## config.mk

```make
export PLATFORM = sky130hd
export DESIGN_NAME = multicycle_ctrl_fsm
export DESIGN_NICKNAME = d
export VERILOG_FILES = /design/src/rtl/multicycle_ctrl_fsm.sv
export SDC_FILE = /design/constraint.sdc
export NUM_CORES = 1
export LEC_CHECK = 0
export CORE_ASPECT_RATIO = 1.2
export CORE_MARGIN = 2
export CORE_UTILIZATION = 35
export CTS_CLUSTER_DIAMETER = 40
export DETAILED_ROUTE_END_ITERATION = 8
export PLACE_DENSITY = 0.75
export SETUP_SLACK_MARGIN = 0.02
export SLEW_MARGIN = 30
export SYNTH_ARGS = -nofsm -noshare
export SYNTH_HDL_FRONTEND = slang
export SYNTH_SLANG_ARGS = --single-unit
```

## constraint.sdc

```tcl
create_clock -name clk -period 1.55 [get_ports clk]
set_input_delay 0.31 -clock clk [delete_from_list [all_inputs] [get_ports clk]]
set_output_delay 0.31 -clock clk [all_outputs]
set_load 0.01 [all_outputs]
```

## src/rtl/multicycle_ctrl_fsm.sv

```systemverilog
// rtl/multicycle_ctrl_fsm.sv - main control FSM for the multicycle RV32I datapath
// Sequences the shared memory port, ALU and register file; outputs are state decodes.
module multicycle_ctrl_fsm #(
   parameter bit ENABLE_MEM_WAIT = 1'b1,
   parameter int STATE_W         = 4
) (
   input  logic               clk,
   input  logic               rst,
   input  logic [6:0]         op,
   input  logic               zero,
   input  logic               mem_ready,
   output logic               pc_write,
   output logic               adr_src,
   output logic               mem_write,
   output logic               ir_write,
   output logic               reg_write,
   output logic [1:0]         result_src,
   output logic [1:0]         alu_src_a,
   output logic [1:0]         alu_src_b,
   output logic [1:0]         alu_op,
   output logic [2:0]         imm_src,
   output logic               instr_done,
   output logic               illegal_op,
   output logic [STATE_W-1:0] state
);

   typedef enum logic [3:0] {
      S_FETCH    = 4'd0,
      S_DECODE   = 4'd1,
      S_MEMADR   = 4'd2,
      S_MEMREAD  = 4'd3,
      S_MEMWB    = 4'd4,
      S_MEMWRITE = 4'd5,
      S_EXECR    = 4'd6,
      S_EXECI    = 4'd7,
      S_ALUWB    = 4'd8,
      S_BEQ      = 4'd9,
      S_JAL      = 4'd10,
      S_LUI      = 4'd11
   } state_t;

   localparam logic [6:0] OP_LW  = 7'b0000011;
   localparam logic [6:0] OP_SW  = 7'b0100011;
   localparam logic [6:0] OP_R   = 7'b0110011;
   localparam logic [6:0] OP_I   = 7'b0010011;
   localparam logic [6:0] OP_BEQ = 7'b1100011;
   localparam logic [6:0] OP_JAL = 7'b1101111;
   localparam logic [6:0] OP_LUI = 7'b0110111;

   state_t state_q, state_n;
   logic   ready;

   assign ready = ENABLE_MEM_WAIT ? mem_ready : 1'b1;
   assign state = STATE_W'(state_q);

   always_ff @(posedge clk) begin
      if (rst) state_q <= S_FETCH;
      else     state_q <= state_n;
   end

   // R-type has no immediate, so it shares the I-format default
   always_comb begin
      imm_src = 3'b000;
      case (op)
         OP_SW:   imm_src = 3'b001;
         OP_BEQ:  imm_src = 3'b010;
         OP_JAL:  imm_src = 3'b011;
         OP_LUI:  imm_src = 3'b100;
         default: imm_src = 3'b000;
      endcase
   end

   always_comb begin
      state_n    = S_FETCH;
      pc_write   = 1'b0;
      adr_src    = 1'b0;
      mem_write  = 1'b0;
      ir_write   = 1'b0;
      reg_write  = 1'b0;
      result_src = 2'b00;
      alu_src_a  = 2'b00;
      alu_src_b  = 2'b00;
      alu_op     = 2'b00;
      instr_done = 1'b0;
      illegal_op = 1'b0;
      case (state_q)
         S_FETCH: begin
            alu_src_b  = 2'b10;
            result_src = 2'b10;
            ir_write   = ready;
            pc_write   = ready;
            state_n    = ready ? S_DECODE : S_FETCH;
         end
         S_DECODE: begin
            alu_src_a = 2'b01;
            alu_src_b = 2'b01;
            case (op)
               OP_LW, OP_SW: state_n = S_MEMADR;
               OP_R:         state_n = S_EXECR;
               OP_I:         state_n = S_EXECI;
               OP_BEQ:       state_n = S_BEQ;
               OP_JAL:       state_n = S_JAL;
               OP_LUI:       state_n = S_LUI;
               default: begin
                  state_n    = S_FETCH;
                  illegal_op = 1'b1;
                  instr_done = 1'b1;
               end
            endcase
         end
         S_MEMADR: begin
            alu_src_a = 2'b10;
            alu_src_b = 2'b01;
            state_n   = (op == OP_LW) ? S_MEMREAD : S_MEMWRITE;
         end
         S_MEMREAD: begin
            adr_src = 1'b1;
            state_n = ready ? S_MEMWB : S_MEMREAD;
         end
         S_MEMWB: begin
            result_src = 2'b01;
            reg_write  = 1'b1;
            instr_done = 1'b1;
         end
         S_MEMWRITE: begin
            adr_src    = 1'b1;
            mem_write  = 1'b1;
            instr_done = ready;
            state_n    = ready ? S_FETCH : S_MEMWRITE;
         end
         S_EXECR: begin
            alu_src_a = 2'b10;
            alu_op    = 2'b10;
            state_n   = S_ALUWB;
         end
         S_EXECI: begin
            alu_src_a = 2'b10;
            alu_src_b = 2'b01;
            alu_op    = 2'b10;
            state_n   = S_ALUWB;
         end
         S_LUI: begin
            alu_src_a = 2'b11;
            alu_src_b = 2'b01;
            state_n   = S_ALUWB;
         end
         S_ALUWB: begin
            reg_write  = 1'b1;
            instr_done = 1'b1;
         end
         S_BEQ: begin
            alu_src_a  = 2'b10;
            alu_op     = 2'b01;
            pc_write   = zero;
            instr_done = 1'b1;
         end
         S_JAL: begin
            alu_src_a = 2'b01;
            alu_src_b = 2'b10;
            pc_write  = 1'b1;
            state_n   = S_ALUWB;
         end
         default: state_n = S_FETCH;
      endcase
      // reset suppresses every enable so an abandoned instruction writes nothing
      if (rst) begin
         pc_write   = 1'b0;
         mem_write  = 1'b0;
         ir_write   = 1'b0;
         reg_write  = 1'b0;
         instr_done = 1'b0;
         illegal_op = 1'b0;
      end
   end

endmodule

```

==> impl_metrics.xml <==
<?xml version="1.0" encoding="UTF-8"?>
<metrics>
  <group name="hold_path">
    <metric name="hold_path_class" unit="">in2reg</metric>
  </group>
  <group name="cells_and_area">
    <metric name="seq_area" unit="um2">92.6</metric>
    <metric name="antennaDiodeCount" unit="">0</metric>
    <metric name="fillers" unit="">76</metric>
    <metric name="multi_input_comb_area" unit="um2">747</metric>
    <metric name="layout-area-overhead-vs-synth" unit="%">151</metric>
    <metric name="largest_register_ff_count" unit="">4</metric>
    <metric name="postLayoutCoreUtil" unit="%">91.4</metric>
    <metric name="stdcell_area" unit="mm2">0.00163</metric>
    <metric name="drive_above_1_share" unit="%">66.1</metric>
    <metric name="layout.cells.non_filler" unit="">205</metric>
    <metric name="layout.nets" unit="">199</metric>
  </group>
  <group name="power">
    <metric name="worst_voltage_drop_across_the_vdd_grid" unit="V">0.000384</metric>
    <metric name="switching_share_of_power" unit="%">35.4</metric>
    <metric name="total_switching_power" unit="W">0.000181</metric>
    <metric name="total_leakage_power" unit="nW">0.762</metric>
    <metric name="power.share.combinational" unit="%">52.6</metric>
    <metric name="pwr-share-seq" unit="%">20.5</metric>
    <metric name="intPower" unit="W">0.000330</metric>
    <metric name="power.density_cell_area" unit="mW/mm2">313</metric>
    <metric name="part_of_the_power_in_the_clock_network" unit="%">26.9</metric>
  </group>
  <group name="timing">
    <metric name="timing.final.crit_period" unit="ps">1870</metric>
    <metric name="timing.clock.skew" unit="ps">11.8</metric>
    <metric name="report.final.setup_viol" unit="">13</metric>
    <metric name="fin_crit_sh" unit="%">121</metric>
    <metric name="timing.max_slew.rel_slack" unit="%">70.6</metric>
    <metric name="hold_slack" unit="ps">565</metric>
    <metric name="timing_hold_violations_final" unit="">0</metric>
    <metric name="fmax" unit="MHz">535</metric>
    <metric name="worst_slew_pin_slew" unit="ps">440</metric>
    <metric name="postLayoutSetupSlackWorst" unit="ps">-318</metric>
    <metric name="drv_slew" unit="">0</metric>
    <metric name="unrepaired_setup_endpoints_after_global_routing" unit="">yes</metric>
  </group>
  <group name="routing">
    <metric name="routed_wirelength" unit="um">4510</metric>
    <metric name="mean_routed_wirelength_per_cell" unit="um">22.0</metric>
    <metric name="detailed_router_iteration_count_before_antenna_repair" unit="">4</metric>
    <metric name="drcViolationCount" unit="">0</metric>
    <metric name="antenna_left" unit="">0</metric>
    <metric name="via_per_instance_ratio" unit="">6.23</metric>
    <metric name="via_count" unit="">1277</metric>
    <metric name="detailedRoute.firstIterationViolations" unit="">34</metric>
  </group>
  <group name="clock_tree">
    <metric name="tritoncts_num_sinks" unit="">4</metric>
    <metric name="post_cts_clock_slew_at_the_launch_and_capture_registers_of_the_worst_setup_and_hold_paths" unit="ps">40</metric>
    <metric name="clock_tree.buffer_depth" unit="">2</metric>
    <metric name="cts_root_buffer" unit="">sky130_fd_sc_hd__clkbuf_4</metric>
    <metric name="cts-buffers-inserted" unit="">3</metric>
    <metric name="cts_tree" unit="">yes</metric>
    <metric name="clkLatencyLatePin" unit="ps">240</metric>
    <metric name="cts-htree-levels" unit="">1</metric>
    <metric name="cts.hold.buffers_added" unit="">0</metric>
  </group>
  <group name="logic_synthesis">
    <metric name="synth-seq-area-share" unit="%">12.3</metric>
    <metric name="synth.ff_latch_count" unit="">4</metric>
    <metric name="synth-edff-count" unit="">0</metric>
    <metric name="postSynthCellCount" unit="">100</metric>
    <metric name="async_reset_ff_share" unit="%">0</metric>
    <metric name="synth.top_cells.by_area" unit="">sky130_fd_sc_hd__dfxtp_1 (12%), sky130_fd_sc_hd__nor2_1 (6.9%), sky130_fd_sc_hd__nand2b_1 (6.7%)</metric>
    <metric name="ys_warn_count" unit="">0</metric>
    <metric name="synth_flop_cell" unit="">sky130_fd_sc_hd__dfxtp_1</metric>
    <metric name="post_synth_instance_area" unit="um2">649</metric>
    <metric name="synth.top_cells.by_count" unit="">sky130_fd_sc_hd__nor2_1 (12), sky130_fd_sc_hd__nand2b_1 (7), sky130_fd_sc_hd__nor2b_1 (7)</metric>
    <metric name="synth_nets" unit="">111</metric>
    <metric name="yosys.cell_types.count" unit="">39</metric>
    <metric name="netlist.top_cell.by_area" unit="">sky130_fd_sc_hd__dfxtp_1</metric>
    <metric name="postSynthAreaPerCell" unit="um2">6.49</metric>
    <metric name="yosys.area.top_type_share" unit="%">12.3</metric>
    <metric name="synthMostInstantiatedCell" unit="">sky130_fd_sc_hd__nor2_1</metric>
  </group>
  <group name="setup_path">
    <metric name="critPathRequiredTime" unit="ps">1240</metric>
    <metric name="timing.critical_path.from_type" unit="">input port</metric>
    <metric name="crit_fanout" unit="">2</metric>
    <metric name="worst_ep_arrival_time" unit="ps">1560</metric>
    <metric name="critical_path.endpoint_type" unit="">primary output</metric>
    <metric name="worstSetupPathType" unit="">in2out</metric>
  </group>
  <group name="global_routing">
    <metric name="first_pass_grt_wire_length" unit="um">5440</metric>
    <metric name="grt_pass1_vias" unit="">1236</metric>
    <metric name="grt_overflow_total" unit="">0</metric>
    <metric name="pin_count_of_the_biggest_net_entering_global_routing" unit="">12</metric>
    <metric name="groute.usage.overall" unit="%">32.5</metric>
    <metric name="grt_antenna_before_repair" unit="">0</metric>
  </group>
  <group name="die">
    <metric name="fp.coreArea" unit="mm2">0.00179</metric>
    <metric name="die_width" unit="um">43.3</metric>
    <metric name="start_util" unit="%">36.3</metric>
    <metric name="die-area" unit="mm2">0.00222</metric>
    <metric name="pin_count" unit="">33</metric>
    <metric name="overall_die_height" unit="um">51.2</metric>
    <metric name="floorplan.rows" unit="">17</metric>
  </group>
  <group name="placement">
    <metric name="placedCellCount" unit="">180</metric>
    <metric name="hpwl" unit="um">1910</metric>
    <metric name="placed_area" unit="mm2">0.00125</metric>
    <metric name="io_buffer_count" unit="">32</metric>
    <metric name="routabilityCongestion" unit="">0.846</metric>
  </group>
  <group name="job">
    <metric name="max_cap_violations" unit="">0</metric>
  </group>
  <group name="outcome">
    <metric name="outcome" unit="">finished, violations left</metric>
    <metric name="violations" unit="">negative setup slack</metric>
  </group>
</metrics>
## cells by family (layout without fill, tap and decap cells)
kind of cell | Yosys count | after routing | share of synthesized area [%]
compound gates | 27 | 27 | 27.4
xor+xnor | 2 | 2 | 2.70
buf+inv | 8 | 94 | 5.01
simple gates | 58 | 58 | 51.1
mux | 1 | 1 | 1.54
flops | 4 | 4 | 12.3
## critical path, cell delays in order
cell and delay [ps]:
sky130_fd_sc_hd__buf_6 90, sky130_fd_sc_hd__or3_4 380, sky130_fd_sc_hd__or2_4 240, sky130_fd_sc_hd__o2111a_1 160, sky130_fd_sc_hd__or2_1 220, sky130_fd_sc_hd__buf_2 140
## final timing paths
| kind | from | endpoint | slack [ps] | depth (start not counted) |
|---|---|---|---|---|
| hold reg to reg | state[3]$_SDFF_PP0_ | state[2]$_SDFF_PP0_ | 740 | 4 |
| setup / recovery | op[6] | instr_done | -320 | 6 |
| setup reg to reg | state[3]$_SDFF_PP0_ | state[1]$_SDFF_PP0_ | 20 | 6 |
| hold / removal | op[3] | state[0]$_SDFF_PP0_ | 570 | 4 |
## cell type report
class | instances | share of cell area (%)
sequential | 4 | 5.67
multi-input combinational | 88 | 45.7
clock buffer | 3 | 1.38
timing repair buffer | 90 | 45.5
inverter | 1 | 0.230
tap | 19 | 1.46
## cells in the final DEF, fill, tap and decap left out, drive strengths merged, types with 3 or more instances in the layout
master,n
or2,3
nor2b,7
nand2b,7
o31ai,3
dlygate4sd2,9
nand2,5
a21oi,6
or3,3
clkbuf,4
nor2,12
buf,78
nor3,6
nand3,3
o21ai,5
dfxtp,4
## per-stage QoR
stage	total power, W	setup TNS (ps)	worst slack, ps
after floorplan	0.000179	-207	-110
after detailed placement	0.000304	-9730	-959
after global routing	0.000526	-2510	-386
final	0.000511	-1910	-318
after CTS	0.000453	-1440	-288
after global placement	0.000300	-9000	-943
## power by group through the flow
stage,Clock [W],Sequential (W),Combinational [W]
3_5_place_dp,0,0.000109,0.000196
3_3_place_gp,0,0.000109,0.000191
6_report,0.000137,0.000105,0.000268
4_1_cts,0.000125,0.000105,0.000223
5_1_grt,0.000143,0.000105,0.000278
2_1_floorplan,0,0.000110,0.0000686
## metal layers
metal | share of wire, % | up-vias | track usage (%) | wire length, um
met3 | 6.7 | 36 | 3.89 | 303
met1 | 33 | 590 | 31.6 | 1490
li1 | - | 541 | - | -
met2 | 53 | 110 | 63.4 | 2370
met4 | 7.6 | 0 | 18.7 | 343
met5 | 0 | - | 0 | 0
## repair_timing
item	CTS	global route
endpoints found under the setup margin	25	21
buffers inserted	17	7
gates resized for setup	146	26
cloned	1	0
pin swaps	12	15
(Power assumes the default switching activity.)
